File: src/rtl/battle_round_ctrl_if.sv
// Handshake between the boss-battle controller and the external click counter.
// The master side (controller) arms the counter; the slave side reports the window result.
interface battle_round_ctrl_if #(
  parameter int CLICK_W = 8
) ();
  logic               fire;
  logic [CLICK_W-1:0] click_count;
  logic               count_done;
  logic               count_start;
  logic               count_enable;

  modport master (
    input  fire, click_count, count_done,
    output count_start, count_enable
  );

  modport slave (
    output fire, click_count, count_done,
    input  count_start, count_enable
  );
endinterface

File: src/rtl/battle_round_ctrl.sv
// Turn-based boss-battle controller: fire -> click window -> damage tier -> animations -> HP update.
// Boss HP and boss damage scale with level; win/lose are absorbing until reset.
module battle_round_ctrl #(
  parameter int NUM_LEVELS   = 5,
  parameter int HP_W         = 8,
  parameter int CLICK_W      = 8,
  parameter int BOSS_HP_BASE = 8,
  parameter int BOSS_HP_STEP = 4,
  parameter int PLAYER_HP    = 4,
  parameter int ANIM_CYCLES  = 500,
  parameter int T1 = 10,
  parameter int T2 = 20,
  parameter int T3 = 25,
  parameter int T4 = 35,
  parameter int D1 = 2,
  parameter int D2 = 5,
  parameter int D3 = 10,
  parameter int D4 = 15,
  parameter int D5 = 40
) (
  input  logic                clk,
  input  logic                reset,
  battle_round_ctrl_if.master cnt,
  output logic [3:0]          level,
  output logic [HP_W-1:0]     boss_hp,
  output logic [HP_W-1:0]     player_hp,
  output logic [2:0]          boss_bar,
  output logic [2:0]          player_bar,
  output logic [2:0]          anim_code,
  output logic                win,
  output logic                lose
);
  localparam int TMR_W = (ANIM_CYCLES > 1) ? $clog2(ANIM_CYCLES) : 1;
  localparam int WW    = HP_W + 3;

  typedef enum logic [3:0] {
    S_LOAD, S_IDLE, S_COUNT, S_SELECT, S_ANIM_P,
    S_BOSS_CHK, S_ANIM_B, S_PLAYER_CHK, S_WIN, S_LOSE
  } state_t;

  state_t             state_q, state_d;
  logic [3:0]         level_q, level_d;
  logic [HP_W-1:0]    boss_hp_q, boss_hp_d;
  logic [HP_W-1:0]    player_hp_q, player_hp_d;
  logic [HP_W-1:0]    dmg_q, dmg_d;
  logic [CLICK_W-1:0] clicks_q, clicks_d;
  logic [2:0]         anim_q, anim_d;
  logic [TMR_W-1:0]   timer_q, timer_d;
  logic               count_start_q, count_start_d;
  logic               count_enable_q, count_enable_d;
  logic               win_q, win_d;
  logic               lose_q, lose_d;
  logic               timer_last;
  logic [HP_W-1:0]    boss_max;
  logic [HP_W-1:0]    bdmg;

  function automatic logic [HP_W-1:0] sat_sub(input logic [HP_W-1:0] a, input logic [HP_W-1:0] b);
    return (a > b) ? (a - b) : '0;
  endfunction

  function automatic logic [HP_W-1:0] level_max(input logic [3:0] lvl);
    logic [WW-1:0] w;
    w = WW'(BOSS_HP_BASE) + WW'(lvl - 4'd1) * WW'(BOSS_HP_STEP);
    return w[HP_W-1:0];
  endfunction

  // Bar segment k lights when hp exceeds (k-1)/4 of max, so any nonzero hp shows at least one.
  function automatic logic [2:0] hp_bar(input logic [HP_W-1:0] hp, input logic [HP_W-1:0] mx);
    logic [WW-1:0] hp4;
    logic [WW-1:0] mxw;
    logic [2:0]    b;
    hp4 = {1'b0, hp, 2'b00};
    mxw = {3'b000, mx};
    b   = 3'd0;
    for (int k = 0; k < 4; k++) begin
      if (hp4 > WW'(k) * mxw) b = b + 3'd1;
    end
    return b;
  endfunction

  assign timer_last = (timer_q == TMR_W'(ANIM_CYCLES - 1));
  assign boss_max   = level_max(level_q);
  assign bdmg       = HP_W'(1) + HP_W'((level_q - 4'd1) >> 1);

  always_comb begin
    state_d        = state_q;
    level_d        = level_q;
    boss_hp_d      = boss_hp_q;
    player_hp_d    = player_hp_q;
    dmg_d          = dmg_q;
    clicks_d       = clicks_q;
    anim_d         = anim_q;
    timer_d        = timer_q;
    count_start_d  = 1'b0;
    count_enable_d = count_enable_q;
    win_d          = win_q;
    lose_d         = lose_q;
    unique case (state_q)
      S_LOAD: begin
        boss_hp_d   = boss_max;
        player_hp_d = HP_W'(PLAYER_HP);
        anim_d      = 3'd0;
        state_d     = S_IDLE;
      end
      S_IDLE: begin
        anim_d = 3'd0;
        if (cnt.fire) begin
          count_start_d  = 1'b1;
          count_enable_d = 1'b1;
          state_d        = S_COUNT;
        end
      end
      S_COUNT: begin
        if (cnt.count_done) begin
          clicks_d       = cnt.click_count;
          count_enable_d = 1'b0;
          state_d        = S_SELECT;
        end
      end
      S_SELECT: begin
        timer_d = '0;
        state_d = S_ANIM_P;
        if (clicks_q == '0) begin
          dmg_d  = '0;
          anim_d = 3'd6;
        end else if (clicks_q <= CLICK_W'(T1)) begin
          dmg_d  = HP_W'(D1);
          anim_d = 3'd1;
        end else if (clicks_q <= CLICK_W'(T2)) begin
          dmg_d  = HP_W'(D2);
          anim_d = 3'd2;
        end else if (clicks_q <= CLICK_W'(T3)) begin
          dmg_d  = HP_W'(D3);
          anim_d = 3'd3;
        end else if (clicks_q <= CLICK_W'(T4)) begin
          dmg_d  = HP_W'(D4);
          anim_d = 3'd4;
        end else begin
          dmg_d  = HP_W'(D5);
          anim_d = 3'd5;
        end
      end
      S_ANIM_P: begin
        if (timer_last) begin
          timer_d = '0;
          anim_d  = 3'd0;
          state_d = S_BOSS_CHK;
        end else begin
          timer_d = timer_q + TMR_W'(1);
        end
      end
      S_BOSS_CHK: begin
        boss_hp_d = sat_sub(boss_hp_q, dmg_q);
        if (boss_hp_d == '0) begin
          if (level_q == 4'(NUM_LEVELS)) begin
            win_d   = 1'b1;
            state_d = S_WIN;
          end else begin
            level_d = level_q + 4'd1;
            state_d = S_LOAD;
          end
        end else begin
          anim_d  = 3'd7;
          timer_d = '0;
          state_d = S_ANIM_B;
        end
      end
      S_ANIM_B: begin
        if (timer_last) begin
          timer_d = '0;
          anim_d  = 3'd0;
          state_d = S_PLAYER_CHK;
        end else begin
          timer_d = timer_q + TMR_W'(1);
        end
      end
      S_PLAYER_CHK: begin
        player_hp_d = sat_sub(player_hp_q, bdmg);
        if (player_hp_d == '0) begin
          lose_d  = 1'b1;
          state_d = S_LOSE;
        end else begin
          state_d = S_IDLE;
        end
      end
      S_WIN, S_LOSE: begin
        anim_d = 3'd0;
      end
      default: state_d = S_LOAD;
    endcase
  end

  always_ff @(posedge clk or posedge reset) begin
    if (reset) begin
      state_q        <= S_LOAD;
      level_q        <= 4'd1;
      boss_hp_q      <= '0;
      player_hp_q    <= '0;
      dmg_q          <= '0;
      clicks_q       <= '0;
      anim_q         <= 3'd0;
      timer_q        <= '0;
      count_start_q  <= 1'b0;
      count_enable_q <= 1'b0;
      win_q          <= 1'b0;
      lose_q         <= 1'b0;
    end else begin
      state_q        <= state_d;
      level_q        <= level_d;
      boss_hp_q      <= boss_hp_d;
      player_hp_q    <= player_hp_d;
      dmg_q          <= dmg_d;
      clicks_q       <= clicks_d;
      anim_q         <= anim_d;
      timer_q        <= timer_d;
      count_start_q  <= count_start_d;
      count_enable_q <= count_enable_d;
      win_q          <= win_d;
      lose_q         <= lose_d;
    end
  end

  assign cnt.count_start  = count_start_q;
  assign cnt.count_enable = count_enable_q;
  assign level            = level_q;
  assign boss_hp          = boss_hp_q;
  assign player_hp        = player_hp_q;
  assign anim_code        = anim_q;
  assign win              = win_q;
  assign lose             = lose_q;
  assign boss_bar         = hp_bar(boss_hp_q, boss_max);
  assign player_bar       = hp_bar(player_hp_q, HP_W'(PLAYER_HP));
endmodule
File: src/flat_wrapper.sv
// flat-port wrapper written by rule: the top's interface ports become plain ports
module battle_round_ctrl_flat 
#(
  parameter int NUM_LEVELS   = 5,
  parameter int HP_W         = 8,
  parameter int CLICK_W      = 8,
  parameter int BOSS_HP_BASE = 8,
  parameter int BOSS_HP_STEP = 4,
  parameter int PLAYER_HP    = 4,
  parameter int ANIM_CYCLES  = 500,
  parameter int T1 = 10,
  parameter int T2 = 20,
  parameter int T3 = 25,
  parameter int T4 = 35,
  parameter int D1 = 2,
  parameter int D2 = 5,
  parameter int D3 = 10,
  parameter int D4 = 15,
  parameter int D5 = 40
)
  (clk, reset, level, boss_hp, player_hp, boss_bar, player_bar, anim_code, win, lose, cnt_fire, cnt_click_count, cnt_count_done, cnt_count_start, cnt_count_enable);
  battle_round_ctrl_if #(.CLICK_W(CLICK_W)) cnt_i ();
  input  logic clk;
  input  logic reset;
  output logic [3:0] level;
  output logic [HP_W-1:0] boss_hp;
  output logic [HP_W-1:0] player_hp;
  output logic [2:0] boss_bar;
  output logic [2:0] player_bar;
  output logic [2:0] anim_code;
  output logic win;
  output logic lose;
  input wire logic [$bits(cnt_i.fire)-1:0] cnt_fire;
  input wire logic [$bits(cnt_i.click_count)-1:0] cnt_click_count;
  input wire logic [$bits(cnt_i.count_done)-1:0] cnt_count_done;
  output wire logic [$bits(cnt_i.count_start)-1:0] cnt_count_start;
  output wire logic [$bits(cnt_i.count_enable)-1:0] cnt_count_enable;
  assign cnt_i.fire = cnt_fire;
  assign cnt_i.click_count = cnt_click_count;
  assign cnt_i.count_done = cnt_count_done;
  assign cnt_count_start = cnt_i.count_start;
  assign cnt_count_enable = cnt_i.count_enable;
  battle_round_ctrl #(.NUM_LEVELS(NUM_LEVELS), .HP_W(HP_W), .CLICK_W(CLICK_W), .BOSS_HP_BASE(BOSS_HP_BASE), .BOSS_HP_STEP(BOSS_HP_STEP), .PLAYER_HP(PLAYER_HP), .ANIM_CYCLES(ANIM_CYCLES), .T1(T1), .T2(T2), .T3(T3), .T4(T4), .D1(D1), .D2(D2), .D3(D3), .D4(D4), .D5(D5)) u_core (.clk(clk), .reset(reset), .cnt(cnt_i), .level(level), .boss_hp(boss_hp), .player_hp(player_hp), .boss_bar(boss_bar), .player_bar(player_bar), .anim_code(anim_code), .win(win), .lose(lose));
endmodule
File: config.mk
export PLATFORM = sky130hd
export DESIGN_NAME = battle_round_ctrl_flat
export DESIGN_NICKNAME = d
export VERILOG_FILES = /design/src/rtl/battle_round_ctrl_if.sv /design/src/rtl/battle_round_ctrl.sv /design/src/flat_wrapper.sv
export SDC_FILE = /design/constraint.sdc
export NUM_CORES = 1
export LEC_CHECK = 0
export ABC_AREA = 1
export CORE_ASPECT_RATIO = 0.5
export CORE_UTILIZATION = 45
export CTS_BUF_LIST = sky130_fd_sc_hd__clkbuf_8
export DETAILED_ROUTE_END_ITERATION = 16
export PLACE_DENSITY_LB_ADDON = 0.08
export SLEW_MARGIN = 40
export SYNTH_ARGS = -nofsm -noshare
export SYNTH_HDL_FRONTEND = slang
export SYNTH_SLANG_ARGS = --single-unit
File: constraint.sdc
create_clock -name clk -period 9.67 [get_ports clk]
set_input_delay 1.934 -clock clk [delete_from_list [all_inputs] [get_ports clk]]
set_output_delay 1.934 -clock clk [all_outputs]
set_load 0.05 [all_outputs]
* Word level (Yosys, flattened, before mapping)
Index checks and enable logic that the tools add are counted.
Cells by class: order comparisons 14, reduce and logical (&&, ||, !) cells 20, $add $sub $neg 14, $mul 1, equality and inequality tests 17, mux-type cells 41, bitwise operators 2
Operator list (count):
- 8-bit two-way mux | 6
- 3-bit two-way mux | 12
- 4-bit case mux with 9 select lines | 1
- 8-bit case mux with 2 select lines | 2
- 4-bit two-way mux | 7
- 9-bit case mux with 3 select lines | 1
- 8-bit zero test | 3
- 4-bit by 3-bit equality test with 1-bit output, second input constant | 5
- 10-bit by 1-bit > comparator with 1-bit output, second input constant | 2
- 10-bit by 4-bit > comparator with 1-bit output, second input constant | 2
- 9-bit two-way mux | 2
- 8-bit > comparator | 2
- 8-bit by 5-bit <= comparator with 1-bit output, second input constant | 2
- 8-bit subtractor | 2
- 3-bit by 1-bit adder with 3-bit output, second input constant | 5
- 3-bit case mux with 4 select lines | 1
- 3-bit AND reduction | 4
- 10-bit > comparator | 1
- 10-bit by 3-bit > comparator with 1-bit output, second input constant | 1
- 10-bit by 8-bit > comparator with 1-bit output | 1
- 10-bit by 9-bit > comparator with 1-bit output | 1
- 2-bit by 8-bit multiplier with 10-bit output, first input constant | 1
- 4-bit by 1-bit subtractor with 5-bit output, second input constant | 2
- 9-bit by 1-bit adder with 9-bit output, second input constant | 1
- other kinds (24) | 42
Word-level totals: output and inout port bits 33, logic and storage cells 121, input port bits 12, register bits 56

* Logic depth before layout (Yosys ltp)
word-level depth 8, depth in mapped cells 23, mapped depth without buffers 22

* Least setup slack after synthesis
No wires, ideal clock.
kind register -> output, from register u_core.level_q[0] (netlist: u_core.level[0]), to output port boss_bar[2], setup slack 2962 ps, cell stages (with the launch flop) 21, data required time 7736 ps, path buffers 0, data arrival time 4774 ps, path through dfstp_2 inv_1 ha_1 inv_1 ha_1 xor2_1 ha_1 nand2_1 o21ai_0 o21ai_0 maj3_1 o21a_1 inv_1 ha_1 or2_2 nand2_1 inv_1 ha_1 inv_1 nor2_1 xnor2_1
On the way: word-level cells in the longest chain between the ends 8, elaborated cells on any way between the ends 11, classes of those cells 4 x add/sub; 1 x mul; 3 x order compare; 3 x mux
RTL lines:
- from (decl) | RTL line battle_round_ctrl.sv:42 | logic [3:0] level_q, level_d;
- from (signal assigned) | RTL line battle_round_ctrl.sv:209 | level_q <= level_d;
- 4-bit by 1-bit subtractor with 5-bit output * | RTL line battle_round_ctrl.sv:63 | w = WW'(BOSS_HP_BASE) + WW'(lvl - 4'd1) * WW'(BOSS_HP_STEP);
- 4-bit by 8-bit adder with 8-bit output * | RTL line battle_round_ctrl.sv:63
- net u_core.boss_max[2] | RTL line battle_round_ctrl.sv:54 | logic [HP_W-1:0] boss_max;
- branches (longest 5 deep; another with 2-bit by 8-bit multiplier with 10-bit output)
- 3-bit two-way mux * | RTL line battle_round_ctrl.sv:76 | if (hp4 > WW'(k) * mxw) b = b + 3'd1;
- to (decl) | RTL line flat_wrapper.sv:28 | output logic [2:0] boss_bar;
Mark *: on every way through the listed nets, which the timed path passes.

* Worst setup path in the final report
Ends and elaborated chain as after synthesis.

==> flow_metrics.env <==
export IMPL_viasPerCell=5.15
export IMPL_outcome="finished clean"
export IMPL_cts_resized=0
export IMPL_die_w_um=140
export IMPL_cts_hold_buf=0
export IMPL_vias=3963
export IMPL_ys_async_sr_fraction_pct=100
export IMPL_fin_crit_sh_pct=76.6
export IMPL_rsz0062_at_grt="no"
export IMPL_synth_flop_cell="dfrtp_1"
export IMPL_drt_first_pass_iters=5
export IMPL_hpwl_um=7900
export IMPL_nets=710
export IMPL_path_clk_slew_ps=110
export IMPL_drt_total_wl_um=10100
export IMPL_cp_required_ps=7740
export IMPL_wire_per_inst_um=13.1
export IMPL_drc_errors=0
export IMPL_path_class="register to output port"
export IMPL_cp_end_kind="output port"
export IMPL_report_final_setup_viol=0
export IMPL_cp_max_fo=9
export IMPL_synth_seq_cells=52
export IMPL_syn_to_final_growth_pct=16.1
export IMPL_synth_edf_count=0
export IMPL_cts_buffers=5
export IMPL_start_util_pct=47.7
export IMPL_antenna_left=0
export IMPL_place_gp_congestion=0.850
export IMPL_hold_viol=0
export IMPL_final_layout_size_suffix_gt1_share_pct=5.36
export IMPL_cts_setup_buffers=0
export IMPL_ctsLongestPathBuffers=2
export IMPL_portBuffers=44
export IMPL_min_period_ps=7400
export IMPL_syn_mean_instance_area_um2=7.09
export IMPL_io_pins=45
export IMPL_whs_path_depth=2
export IMPL_rows=24
export IMPL_worstPathArrival_ps=5470
export IMPL_clk_latency_ps=340
export IMPL_tritoncts="built"
export IMPL_fin_tns_setup_ps=0
export IMPL_grt_use_total_pct=22.3
export IMPL_slew_violations=0
export IMPL_yosys_warnings=0
export IMPL_syn_nets=660
export IMPL_skew_ps=20.0
export IMPL_die_height_um=70.9
export IMPL_htree_levels=2
export IMPL_overflow=0
export IMPL_max_freq_ghz=0.135
export IMPL_netlist_area_leader_share_pct=29.9
export IMPL_antenna_found_initial=0
export IMPL_synthCells=602
export IMPL_hold_path_class="register to register"
export IMPL_slew_headroom_pct=54.3
export IMPL_grt_pass1_vias=3730
export IMPL_clock_sinks=52
export IMPL_antenna_cells=0
export IMPL_clock_root_buffer="clkbuf_8"
export IMPL_core_area_um2=8950
export IMPL_grt_pass1_wl_um=17700
export IMPL_synth_common_cells="nand2_1 (151), inv_1 (98), dfrtp_1 (51), nand3_1 (46), nor2_1 (46)"
export IMPL_ys_types=41
export IMPL_fp_dieArea_um2=9910
export IMPL_reg2reg_depth=21
export IMPL_synth_top_area_cell="dfrtp_1"
export IMPL_ys_top_cells_by_area="dfrtp_1 (30%), nand2_1 (13%), ha_1 (13%)"
export IMPL_synth_cell_area_um2=4270
export IMPL_grt_max_degree=53
export IMPL_yosysSeqAreaShare_pct=30.5
export IMPL_first_iter_violations=236
export IMPL_post_synth_top_count_cell="nand2_1"
export IMPL_nFillCells=838
export IMPL_setup_worst_path_start_class="register"
export IMPL_tightest_slew_ps=683
export IMPL_drv_cap=0
## metal layers
metal	global-route usage, %	share of wire (%)	wire (um)
met1	30.3	50	5080
met2	38.2	46	4590
met3	3.93	3.6	359
met4	3.05	0.40	40
met5	0	0	0
## worst max-delay path, cell delays in order (launching register included)
cell	delay, ps
dfstp_2	640
inv_1	160
ha_1	470
inv_1	170
ha_1	260
xor2_1	320
inv_1	150
ha_1	380
a21oi_1	180
nand2_1	100
a21oi_1	130
o21bai_1	80
xor2_1	150
ha_1	270
nand2_1	60
nor2_1	130
nand3_1	70
o21ai_0	330
nor2_1	90
xnor2_1	180
clkdlybuf4s50_1	820
## flip-flops by register name (all words and copies together) (netlist names)
name,count
u_core.state_q,4
u_core.boss_hp,8
u_core.anim_code,3
u_core.dmg_q,4
u_core.player_hp,8
u_core.cnt.count_enable,1
u_core.clicks_q,8
u_core.cnt.count_start,1
u_core.lose,1
u_core.timer_q,9
u_core.win,1
u_core.level,4
## cell usage in the layout (no fill, tap or decap), types with 4 or more instances in the layout
cell             instances
a21oi_1                 31
clkbuf_8                 5
clkdlybuf4s50_1         44
dfrtp_1                 51
ha_1                    44
inv_1                   97
nand2_1                151
nand3_1                 46
nand4_1                  9
nor2_1                  46
nor2_2                   5
o211ai_1                 5
o21ai_0                 37
o21ai_1                  5
o22ai_1                  7
or2_2                    4
xnor2_1                  6
xor2_1                  12
## area by class of cell
class | instances | area (um2) | share of cell area (%)
inverters | 99 | 372 | 7.50
repair buffers | 46 | 455 | 9.19
flip-flops and latches | 52 | 1300 | 26.3
well taps | 117 | 146 | 2.95
clock inverters | 3 | 27.5 | 0.555
clock buffers | 5 | 68.8 | 1.39
multi-input cells | 448 | 2580 | 52.1
## metrics by stage
stage	std cells	setup WS, ps	hold WS (ps)	util (%)	cell area, um2
2_1_floorplan	602	2960	443	-	4270
3_3_place_gp	762	2800	449	54.3	4860
3_5_place_dp	762	2620	454	54.3	4860
4_1_cts	770	2260	480	55.4	4960
5_1_grt	770	1910	501	55.4	4960
6_report	770	2270	474	55.4	4960
## final timing paths
| kind | endpoint | startpoint | slack [ps] |
|---|---|---|---|
| setup / recovery | boss_bar[2] | u_core.level[0] | 2270 |
| hold / removal | u_core.lose | u_core.lose | 470 |
| setup reg to reg | u_core.state_q[3] | u_core.level[0] | 5770 |
| hold reg to reg | u_core.lose | u_core.lose | 470 |
| max in group asynchronous | u_core.timer_q[5] | reset | 7120 |
| min in group asynchronous | u_core.boss_hp[1] | reset | 2100 |
## cells by family (layout without fill, tap and decap cells)
logic type | after synthesis | after routing | share of synthesized area, %
AND/OR/NAND/NOR | 280 | 280 | 28.7
flip-flops | 52 | 52 | 30.5
adder cells (fa/ha/maj) | 47 | 47 | 14.1
multiplexers | 2 | 2 | 0.527
AO/OA/AOI/OAI | 101 | 101 | 13.5
buffers and inverters | 102 | 153 | 8.99
XOR/XNOR | 18 | 18 | 3.69
Power is not shown: default switching activity piles up to over one toggle a cycle in this logic, so the estimate is an artifact.
